[config.mk]
export PLATFORM = sky130hd
export DESIGN_NAME = traceback_engine_flat
export DESIGN_NICKNAME = d
export VERILOG_FILES = /design/src/rtl/traceback_engine_pkg.sv /design/src/rtl/traceback_engine_if.sv /design/src/rtl/traceback_engine_pointer_ram.sv /design/src/rtl/traceback_engine.sv /design/src/flat_wrapper.sv
export SDC_FILE = /design/constraint.sdc
export NUM_CORES = 1
export LEC_CHECK = 0
export BUFFER_PORTS_ARGS = -buffer_cell sky130_fd_sc_hd__buf_2
export CAP_MARGIN = 20
export CORE_MARGIN = 2
export CORE_UTILIZATION = 50
export CTS_CLUSTER_DIAMETER = 30
export DETAILED_ROUTE_END_ITERATION = 7
export HOLD_SLACK_MARGIN = 0.15
export MAX_ROUTING_LAYER = met4
export PLACE_DENSITY_LB_ADDON = 0.05
export SYNTH_ARGS = -nofsm -noshare
export SYNTH_HDL_FRONTEND = slang
export SYNTH_SLANG_ARGS = --single-unit
[constraint.sdc]
create_clock -name clk -period 2.8 [get_ports clk]
set_clock_uncertainty 0.1 [all_clocks]
set_input_delay 0.42 -clock clk [delete_from_list [all_inputs] [get_ports clk]]
set_output_delay 0.42 -clock clk [all_outputs]
set_load 0.02 [all_outputs]
[src/rtl/traceback_engine_pkg.sv]
// Shared types for the traceback engine: traceback pointer directions and the
// controller state encoding.
package datatypesPkg;

  typedef enum logic [1:0] {
    Nil      = 2'd0,
    Diagonal = 2'd1,
    Left     = 2'd2,
    Above    = 2'd3
  } direction_t;

  typedef enum logic [1:0] {
    IDLE   = 2'd0,
    READ   = 2'd1,
    EMIT   = 2'd2,
    FINISH = 2'd3
  } state_t;

  // Index width: one spare bit over the minimum so that len itself fits.
  function automatic int idx_w(input int n);
    return $clog2(n) + 1;
  endfunction

endpackage

[src/rtl/traceback_engine_if.sv]
// Pointer-write, start and step-stream signals between the PE array/consumer
// (master) and the traceback engine (slave).
interface traceback_engine_if
  import datatypesPkg::*;
#(
  parameter int len1 = 5,
  parameter int len2 = 5
) ();
  localparam int RW  = idx_w(len1);
  localparam int CW  = idx_w(len2);
  localparam int SCW = idx_w(len1 + len2);

  logic           wr_en;
  logic [RW-1:0]  wr_row;
  logic [CW-1:0]  wr_col;
  direction_t     wr_pointer;
  logic           start;
  logic [RW-1:0]  start_row;
  logic [CW-1:0]  start_col;
  logic           step_ready;
  logic           busy;
  logic           step_valid;
  direction_t     step_dir;
  logic [RW-1:0]  step_row;
  logic [CW-1:0]  step_col;
  logic           done;
  logic [SCW-1:0] step_count;

  modport master (
    output wr_en, wr_row, wr_col, wr_pointer,
    output start, start_row, start_col, step_ready,
    input  busy, step_valid, step_dir, step_row, step_col, done, step_count
  );

  modport slave (
    input  wr_en, wr_row, wr_col, wr_pointer,
    input  start, start_row, start_col, step_ready,
    output busy, step_valid, step_dir, step_row, step_col, done, step_count
  );
endinterface

[src/rtl/traceback_engine_pointer_ram.sv]
// len1 x len2 pointer store: one write port, one registered read port.
// Out-of-range accesses are dropped on write and read back as Nil.
module pointer_ram
  import datatypesPkg::*;
#(
  parameter int len1 = 5,
  parameter int len2 = 5
) (
  input  logic                   clk,
  input  logic                   wr_en,
  input  logic [idx_w(len1)-1:0] wr_row,
  input  logic [idx_w(len2)-1:0] wr_col,
  input  direction_t             wr_data,
  input  logic                   rd_en,
  input  logic [idx_w(len1)-1:0] rd_row,
  input  logic [idx_w(len2)-1:0] rd_col,
  output direction_t             rd_data
);
  localparam int RW    = idx_w(len1);
  localparam int CW    = idx_w(len2);
  localparam int DEPTH = len1 * len2;
  localparam int AW    = (DEPTH > 1) ? $clog2(DEPTH) : 1;
  localparam logic [RW-1:0] ROWS = RW'(len1);
  localparam logic [CW-1:0] COLS = CW'(len2);

  direction_t mem [DEPTH];

  logic          wr_ok, rd_ok;
  logic [AW-1:0] wr_addr, rd_addr;

  assign wr_ok   = wr_en && (wr_row < ROWS) && (wr_col < COLS);
  assign rd_ok   = (rd_row < ROWS) && (rd_col < COLS);
  assign wr_addr = AW'(int'(wr_row) * len2 + int'(wr_col));
  assign rd_addr = AW'(int'(rd_row) * len2 + int'(rd_col));

  // No reset: contents are only meaningful once the PE array has written them.
  always_ff @(posedge clk) begin
    if (wr_ok) mem[wr_addr] <= wr_data;
    if (rd_en) rd_data <= rd_ok ? mem[rd_addr] : Nil;
  end
endmodule

[src/rtl/traceback_engine.sv]
// Walks the alignment pointer matrix back from the max-score cell, emitting one
// (direction, row, col) step per accepted handshake until Nil or the matrix edge.
module traceback_engine
  import datatypesPkg::*;
#(
  parameter int len1 = 5,
  parameter int len2 = 5
) (
  input logic               clk,
  input logic               rst,
  traceback_engine_if.slave bus
);
  localparam int RW  = idx_w(len1);
  localparam int CW  = idx_w(len2);
  localparam int SCW = idx_w(len1 + len2);
  localparam logic [SCW-1:0] CNT_MAX = SCW'(len1 + len2 - 1);

  state_t         state;
  logic [RW-1:0]  row;
  logic [CW-1:0]  col;
  logic [SCW-1:0] cnt;
  logic           busy_q, done_q;
  direction_t     rd_data;
  logic           wr_go, rd_en, emit_vld, at_edge;

  assign wr_go = bus.wr_en && !busy_q;
  assign rd_en = (state == READ);

  pointer_ram #(.len1(len1), .len2(len2)) u_ram (
    .clk     (clk),
    .wr_en   (wr_go),
    .wr_row  (bus.wr_row),
    .wr_col  (bus.wr_col),
    .wr_data (bus.wr_pointer),
    .rd_en   (rd_en),
    .rd_row  (row),
    .rd_col  (col),
    .rd_data (rd_data)
  );

  // Step is decoded straight off the state and RAM output registers so the
  // first step lands two cycles after start; both hold while the consumer stalls.
  assign emit_vld = (state == EMIT) && (rd_data != Nil);

  always_comb begin
    at_edge = 1'b1;
    case (rd_data)
      Diagonal: at_edge = (row == '0) || (col == '0);
      Above:    at_edge = (row == '0);
      Left:     at_edge = (col == '0);
      default:  at_edge = 1'b1;
    endcase
  end

  always_ff @(posedge clk or posedge rst) begin
    if (rst) begin
      state  <= IDLE;
      row    <= '0;
      col    <= '0;
      cnt    <= '0;
      busy_q <= 1'b0;
      done_q <= 1'b0;
    end else begin
      done_q <= 1'b0;
      case (state)
        IDLE: begin
          if (bus.start) begin
            row    <= bus.start_row;
            col    <= bus.start_col;
            cnt    <= '0;
            busy_q <= 1'b1;
            state  <= READ;
          end
        end
        READ: state <= EMIT;
        EMIT: begin
          if (rd_data == Nil) begin
            busy_q <= 1'b0;
            done_q <= 1'b1;
            state  <= FINISH;
          end else if (bus.step_ready) begin
            if (cnt != CNT_MAX) cnt <= cnt + SCW'(1);
            if (at_edge) begin
              busy_q <= 1'b0;
              done_q <= 1'b1;
              state  <= FINISH;
            end else begin
              if (rd_data != Left)  row <= row - RW'(1);
              if (rd_data != Above) col <= col - CW'(1);
              state <= READ;
            end
          end
        end
        FINISH:  state <= IDLE;
        default: state <= IDLE;
      endcase
    end
  end

  assign bus.busy       = busy_q;
  assign bus.done       = done_q;
  assign bus.step_valid = emit_vld;
  assign bus.step_dir   = emit_vld ? rd_data : Nil;
  assign bus.step_row   = row;
  assign bus.step_col   = col;
  assign bus.step_count = cnt;
endmodule

[src/flat_wrapper.sv]
// flat-port wrapper written by rule: the top's interface ports become plain ports
module traceback_engine_flat import datatypesPkg::*;
#(
  parameter int len1 = 5,
  parameter int len2 = 5
)
  (clk, rst, bus_wr_en, bus_wr_row, bus_wr_col, bus_wr_pointer, bus_start, bus_start_row, bus_start_col, bus_step_ready, bus_busy, bus_step_valid, bus_step_dir, bus_step_row, bus_step_col, bus_done, bus_step_count);
  traceback_engine_if #(.len1(len1), .len2(len2)) bus_i ();
  input logic clk;
  input logic rst;
  input wire logic [$bits(bus_i.wr_en)-1:0] bus_wr_en;
  input wire logic [$bits(bus_i.wr_row)-1:0] bus_wr_row;
  input wire logic [$bits(bus_i.wr_col)-1:0] bus_wr_col;
  input wire logic [$bits(bus_i.wr_pointer)-1:0] bus_wr_pointer;
  input wire logic [$bits(bus_i.start)-1:0] bus_start;
  input wire logic [$bits(bus_i.start_row)-1:0] bus_start_row;
  input wire logic [$bits(bus_i.start_col)-1:0] bus_start_col;
  input wire logic [$bits(bus_i.step_ready)-1:0] bus_step_ready;
  output wire logic [$bits(bus_i.busy)-1:0] bus_busy;
  output wire logic [$bits(bus_i.step_valid)-1:0] bus_step_valid;
  output wire logic [$bits(bus_i.step_dir)-1:0] bus_step_dir;
  output wire logic [$bits(bus_i.step_row)-1:0] bus_step_row;
  output wire logic [$bits(bus_i.step_col)-1:0] bus_step_col;
  output wire logic [$bits(bus_i.done)-1:0] bus_done;
  output wire logic [$bits(bus_i.step_count)-1:0] bus_step_count;
  assign bus_i.wr_en = bus_wr_en;
  assign bus_i.wr_row = bus_wr_row;
  assign bus_i.wr_col = bus_wr_col;
  assign bus_i.wr_pointer = bus_wr_pointer;
  assign bus_i.start = bus_start;
  assign bus_i.start_row = bus_start_row;
  assign bus_i.start_col = bus_start_col;
  assign bus_i.step_ready = bus_step_ready;
  assign bus_busy = bus_i.busy;
  assign bus_step_valid = bus_i.step_valid;
  assign bus_step_dir = bus_i.step_dir;
  assign bus_step_row = bus_i.step_row;
  assign bus_step_col = bus_i.step_col;
  assign bus_done = bus_i.done;
  assign bus_step_count = bus_i.step_count;
  traceback_engine #(.len1(len1), .len2(len2)) u_core (.clk(clk), .rst(rst), .bus(bus_i));
endmodule
==> metrics.yaml, run 1 <==
status: "finished clean"
endpoint_kind: "flip-flop"
grtUsageTotal_pct: 20.87
fp-row-count: 31
synth_top_area_share_pct: 42.22
die-area_mm2: 0.008101
pre_cts_ws_ps: -328.0
power-per-cell-area_mw_per_mm2: 1335
synth.yosys.seq_area_share_pct: 53.72
drc_errors: 0
slew_violations: 0
die_h_um: 90.01
drt_pass1_iterations: 4
antenna_cells: 0
cp.arrival_ps: 2740
final_layout_size_suffix_gt1_share_pct: 32.23
drt_iter0_markers: 72
hold_path.class: "in2reg"
synth_area_leader_cell: "edfxtp_1"
worst-path-max-fanout: 5
synth_top_flop_cell: "edfxtp_1"
startpoint_type: "flip-flop"
syn_area_mm2: 0.003699
area_growth_pct: 22.70
cts_setup_buffers: 0
fin_crit_ps: 2754
htreeDepth: 3
drtAntennaViolNets: 0
antenna_found_initial: 0
placed_cells: 473
grt_pass1_vias: 2618
fin_ws_ps: 46.50
initial_core_util_pct: 51.27
path_clk_slew_ps: 80
synthesis.nets: 361
wire_per_inst_um: 15.57
cts_made_buffers: 9
period_share_pct: 98.34
setup-violations-final: 0
drt-total-wl_mm: 7.628
cts_tree: "built"
crit_required_ps: 2790
worstSkewPairLatency_ps: 350
final_nets: 434
grt_max_degree: 26
gp_congestion: 0.8460
final_cell_mix: "52 x edfxtp_1, 40 x buf_2, 34 x nor2_1"
hpwl_mm: 5.596
routed-via-count: 2603
ys_ff_latch: 69
power_leakage_nw: 1.781
grt_pass1_wl_mm: 12.68
fp.coreArea_mm2: 0.007214
synth_edf_count: 52
num_io_pins: 41
die_x_um: 90.01
ir_drop_mv: 0.5559
cts_buffer_depth: 2
synthCells: 313
fmax_mhz: 363.2
rsz0062_at_grt: "yes"
p_total_w: 0.006060
overflow: 0
yosys_warnings: 0
viasPerCell: 5.312
mostFrequentLayoutCell: "edfxtp_1"
slew_headroom_pct: 54.89
finalNonFillerCells: 490
finalHoldViolCount: 0
clock_sinks: 69
synth_cell_types: 48
synth_area_leaders: "edfxtp_1 42%, dfrtp_1 12%, ha_1 7.1%, mux2_2 4.6%, nor2_1 3.9%"
cts-root-buf: "clkbuf_8"
drv_cap: 0
ys_async_sr_fraction_pct: 24.64
avgSynthCellArea_um2: 11.82
worstMarginPinSlew_ps: 668.0
criticalPathCategory: "reg2reg"
portBuffers: 40
cell families after synthesis:
| kind of cell | count (synthesis) | synth area share [%] |
|---|---|---|
| AOI/OAI and AO/OA | 54 | 9.913 |
| xor gates and xnor gates | 8 | 1.895 |
| adders and majority gates | 25 | 9.269 |
| buffers and inverters | 25 | 2.943 |
| DFF | 69 | 53.72 |
| muxes | 19 | 7.409 |
| and+or+nand+nor | 113 | 14.85 |
path summary, 6_finish.rpt:
kind | from | to | slack (ps) | cells past startpoint
setup / recovery | u_core.bus.step_row[0] | u_core.u_ram.rd_data[1] | 50 | 8
hold / removal | bus_start_col[1] | u_core.bus.step_col[1] | 180 | 3
setup reg to reg | u_core.bus.step_row[0] | u_core.u_ram.rd_data[1] | 50 | 8
hold reg to reg | u_core.state[0] | u_core.state[0] | 450 | 1
max in group asynchronous | rst | u_core.bus.step_row[0] | 1510 | 3
min in group asynchronous | rst | u_core.bus.step_count[1] | 610 | 3
worst max-delay path, cell delays in order (launching register included):
cell	delay [ps]
dfrtp_2	430
ha_4	250
ha_4	260
inv_1	50
fa_2	630
buf_4	130
mux2_2	340
a211oi_2	220
nor3_1	70
metal layers:
layer	GRT usage [%]	part of all wire, %
met3	5.868	4.8
met1	25.28	45
met5	-	0
met2	34.15	49
met4	6.538	1.2
synthesized netlist by cell type (all sizes together), types with 5 or more instances:
cell,number
a211oi,6
a21oi,8
buf,5
dfrtp,17
edfxtp,52
ha,21
inv,18
mux2,15
nand2,21
nand2b,8
nand3,11
nor2,38
nor2b,6
nor3,6
o211ai,5
o21ai,8
o22ai,8
or2,6
xnor2,6
state kept, by name, summed over array words and instances (netlist names):
signal / count
u_core.u_ram.rd_data: 2
u_core.bus.step_row: 4
u_core.bus.step_col: 4
u_core.bus.busy: 1
u_core.bus.done: 1
u_core.bus.step_count: 5
u_core.state: 2
u_core.u_ram.mem: 50
where the power goes:
group | internal, W | switching (W)
Clock | 0.000414 | 0.000398
Combinational | 0.00190 | 0.00198
Sequential | 0.00124 | 0.000137
Total | 0.00355 | 0.00251
through the flow:
step / setup TNS, ps / area (um2) / util [%] / hold slack [ps]
finish: 0 / 4538 / 62.90 / 183.4
global route: -60.95 / 4538 / 62.90 / 167.0
CTS: -15.45 / 4428 / 61.38 / 176.6
detailed placement: -11680 / 4207 / 58.31 / 436.0
global placement: -9700 / 4207 / 58.31 / 426.6
floorplan: -21.33 / 3714 / - / 245.9
final cells by class:
| class | count | area (um2) |
|---|---|---|
| fillers | 615 | 2676 |
| inverters | 18 | 67.56 |
| repair buffers | 69 | 420.4 |
| clock inverters | 7 | 75.07 |
| clock buffers | 9 | 123.9 |
| well taps | 99 | 123.9 |
| multi-input cells | 219 | 1738 |
| flip-flops and latches | 69 | 1989 |
repair_timing:
item                                    4_1_cts  5_1_grt
hold endpoints to repair                     17        0
endpoints found under the setup margin        2       20
resized for setup                             3       16
hold buffers                                  1        0
pin swaps                                     1        5
gates cloned                                  0        0
Power figures use the tool's default switching activity.
==> inputs of run 2 (changes only) <==
CORE_MARGIN = 1   (was 2)
GPL_TIMING_DRIVEN = 0   (was not set)
HOLD_SLACK_MARGIN = 0.05   (was 0.15)
==> metrics.yaml, run 2 (synthesis results as in run 1) <==
setup_tns_ps: 0  # unchanged
endpoint_kind: "flip-flop"
fin_ws_ps: 44.84  # -1.660 ps
hpwl_mm: 5.516  # -1.4%
fmax_mhz: 363.0  # about the same
r2r_cells: 9  # +1
cts_tree: "built"
grtUsageTotal_pct: 23.32  # +2.5 points
startpoint_type: "flip-flop"
cp.arrival_ps: 2740  # about the same
worstSkewPairLatency_ps: 350  # about the same
largest_reg_flops: 50  # unchanged
cts-root-buf: "clkbuf_8"
pre_cts_ws_ps: -348.5  # -20.44 ps
final_cell_mix: "52 x edfxtp_1, 41 x buf_2, 33 x nor2_1"
slew_headroom_pct: 54.59  # -0.29 points
die_h_um: 88.01  # -2.2%
drt_pass1_iterations: 4  # unchanged
hold_path.class: "in2async"
mostFrequentLayoutCell: "edfxtp_1"
antenna_found_initial: 0  # unchanged
drtAntennaViolNets: 0  # unchanged
cts_made_buffers: 9  # unchanged
htreeDepth: 3  # unchanged
die_x_um: 88.01  # -2.2%
cp-endpoint: "u_core.u_ram.rd_data[0]"
period_share_pct: 98.40  # about the same
drt_iter0_markers: 79  # +9.7%
finalHoldViolCount: 0  # unchanged
placed_area_mm2: 0.004034  # -4.1%
critPathLaunch: "u_core.bus.step_row[0]"
cts_buffer_depth: 2  # unchanged
crit_required_ps: 2780  # about the same
setup-violations-final: 0  # unchanged
final_layout_size_suffix_gt1_share_pct: 31.75  # -0.48 points
hold_slack_ps: 67.33  # -116.1 ps
worst-path-max-fanout: 5  # unchanged
clock_sinks: 69  # unchanged
slew_violations: 0  # unchanged
fp-row-count: 30  # -3.2%
die-area_mm2: 0.007745  # -4.4%
status: "finished clean"
num_io_pins: 41  # unchanged
drc_errors: 0  # unchanged
reg2reg_slack_ps: 40  # about the same
postLayoutCellArea_mm2: 0.004477  # -1.4%
gp_congestion: 0.9055  # +7.0%
viasPerCell: 5.517  # +3.9%
final_nets: 421  # -3.0%
initial_core_util_pct: 52.97  # +1.7 points
r2r_end: "u_core.u_ram.rd_data[0]"
path_clk_slew_ps: 80  # about the same
worstMarginPinSlew_ps: 672.3  # +4.329 ps
routed-via-count: 2615  # +0.46%
portBuffers: 40  # unchanged
grt_max_degree: 26  # unchanged
top_register: "u_core.u_ram.mem"
area_growth_pct: 21.04
grt_pass1_vias: 2562  # -2.1%
fp.coreArea_mm2: 0.006982  # -3.2%
r2r-start: "u_core.bus.step_row[0]"
criticalPathCategory: "reg2reg"
wire_per_inst_um: 16.77  # +7.7%
antenna_cells: 0  # unchanged
drt-total-wl_mm: 7.949  # +4.2%
fin_crit_ps: 2755  # +1.660 ps
overflow: 0  # unchanged
grt_pass1_wl_mm: 12.76  # +0.60%
drv_cap: 0  # unchanged
[run 2: critical path: stages (launching register included)]
cell,delay (ps)
dfrtp_2,450
ha_4,250
ha_4,260
inv_1,50
fa_2,490
or2b_4,310
a211oi_4,240
nor4_2,70
a211oi_2,200
nor3_1,70
[run 2: how the worst min path moves through the flow]
| stage | endpoint | slack [ps] | cells past startpoint |
|---|---|---|---|
| 4_1_cts | u_core.bus.step_row[3] | 90 | 2 |
| 3_3_place_gp | u_core.state[0] | 420 | 1 |
| 5_1_grt | u_core.bus.step_col[3] | 120 | 2 |
| 2_1_floorplan | u_core.bus.busy | 250 | 1 |
| 6_report | u_core.bus.step_count[3] | 70 | 2 |
| 3_5_place_dp | u_core.state[0] | 420 | 1 |
[run 2: routing by layer]
metal,track usage (%),vias up,part of all wire (%)
met5,-,-,0
met4,8.197,0,1.1
met3,4.053,10,3.6
met2,40.17,60,51
met1,27.45,1271,45
li1,-,1274,-
[run 2: repair_timing]
item | CTS | global route
resized for setup | 17 | 17
pin swaps | 6 | 8
endpoints found under the setup margin | 2 | 34
setup buffers | 7 | 2
hold buffers | 0 | 0
[run 2: layout make-up]
class / instances / area, um2
well taps: 96 / 120.1
multi-input cells: 219 / 1764
flip-flops and latches: 69 / 1992
repair buffers: 49 / 271.5
clock buffers: 9 / 123.9
inverters: 18 / 67.56
plain buffers: 7 / 57.56
clock inverters: 7 / 80.08
fillers: 597 / 2505
[run 2: metrics by stage]
stage	instances	utilization (%)
finish	474	64.12
global route	474	64.12
CTS	472	63.01
detailed placement	449	57.78
global placement	449	57.78
floorplan	313	-
Power of run 2 is left out: the tool's default activity adds up to more than one toggle a clock period on the data nets, which glitch-free logic cannot reach.
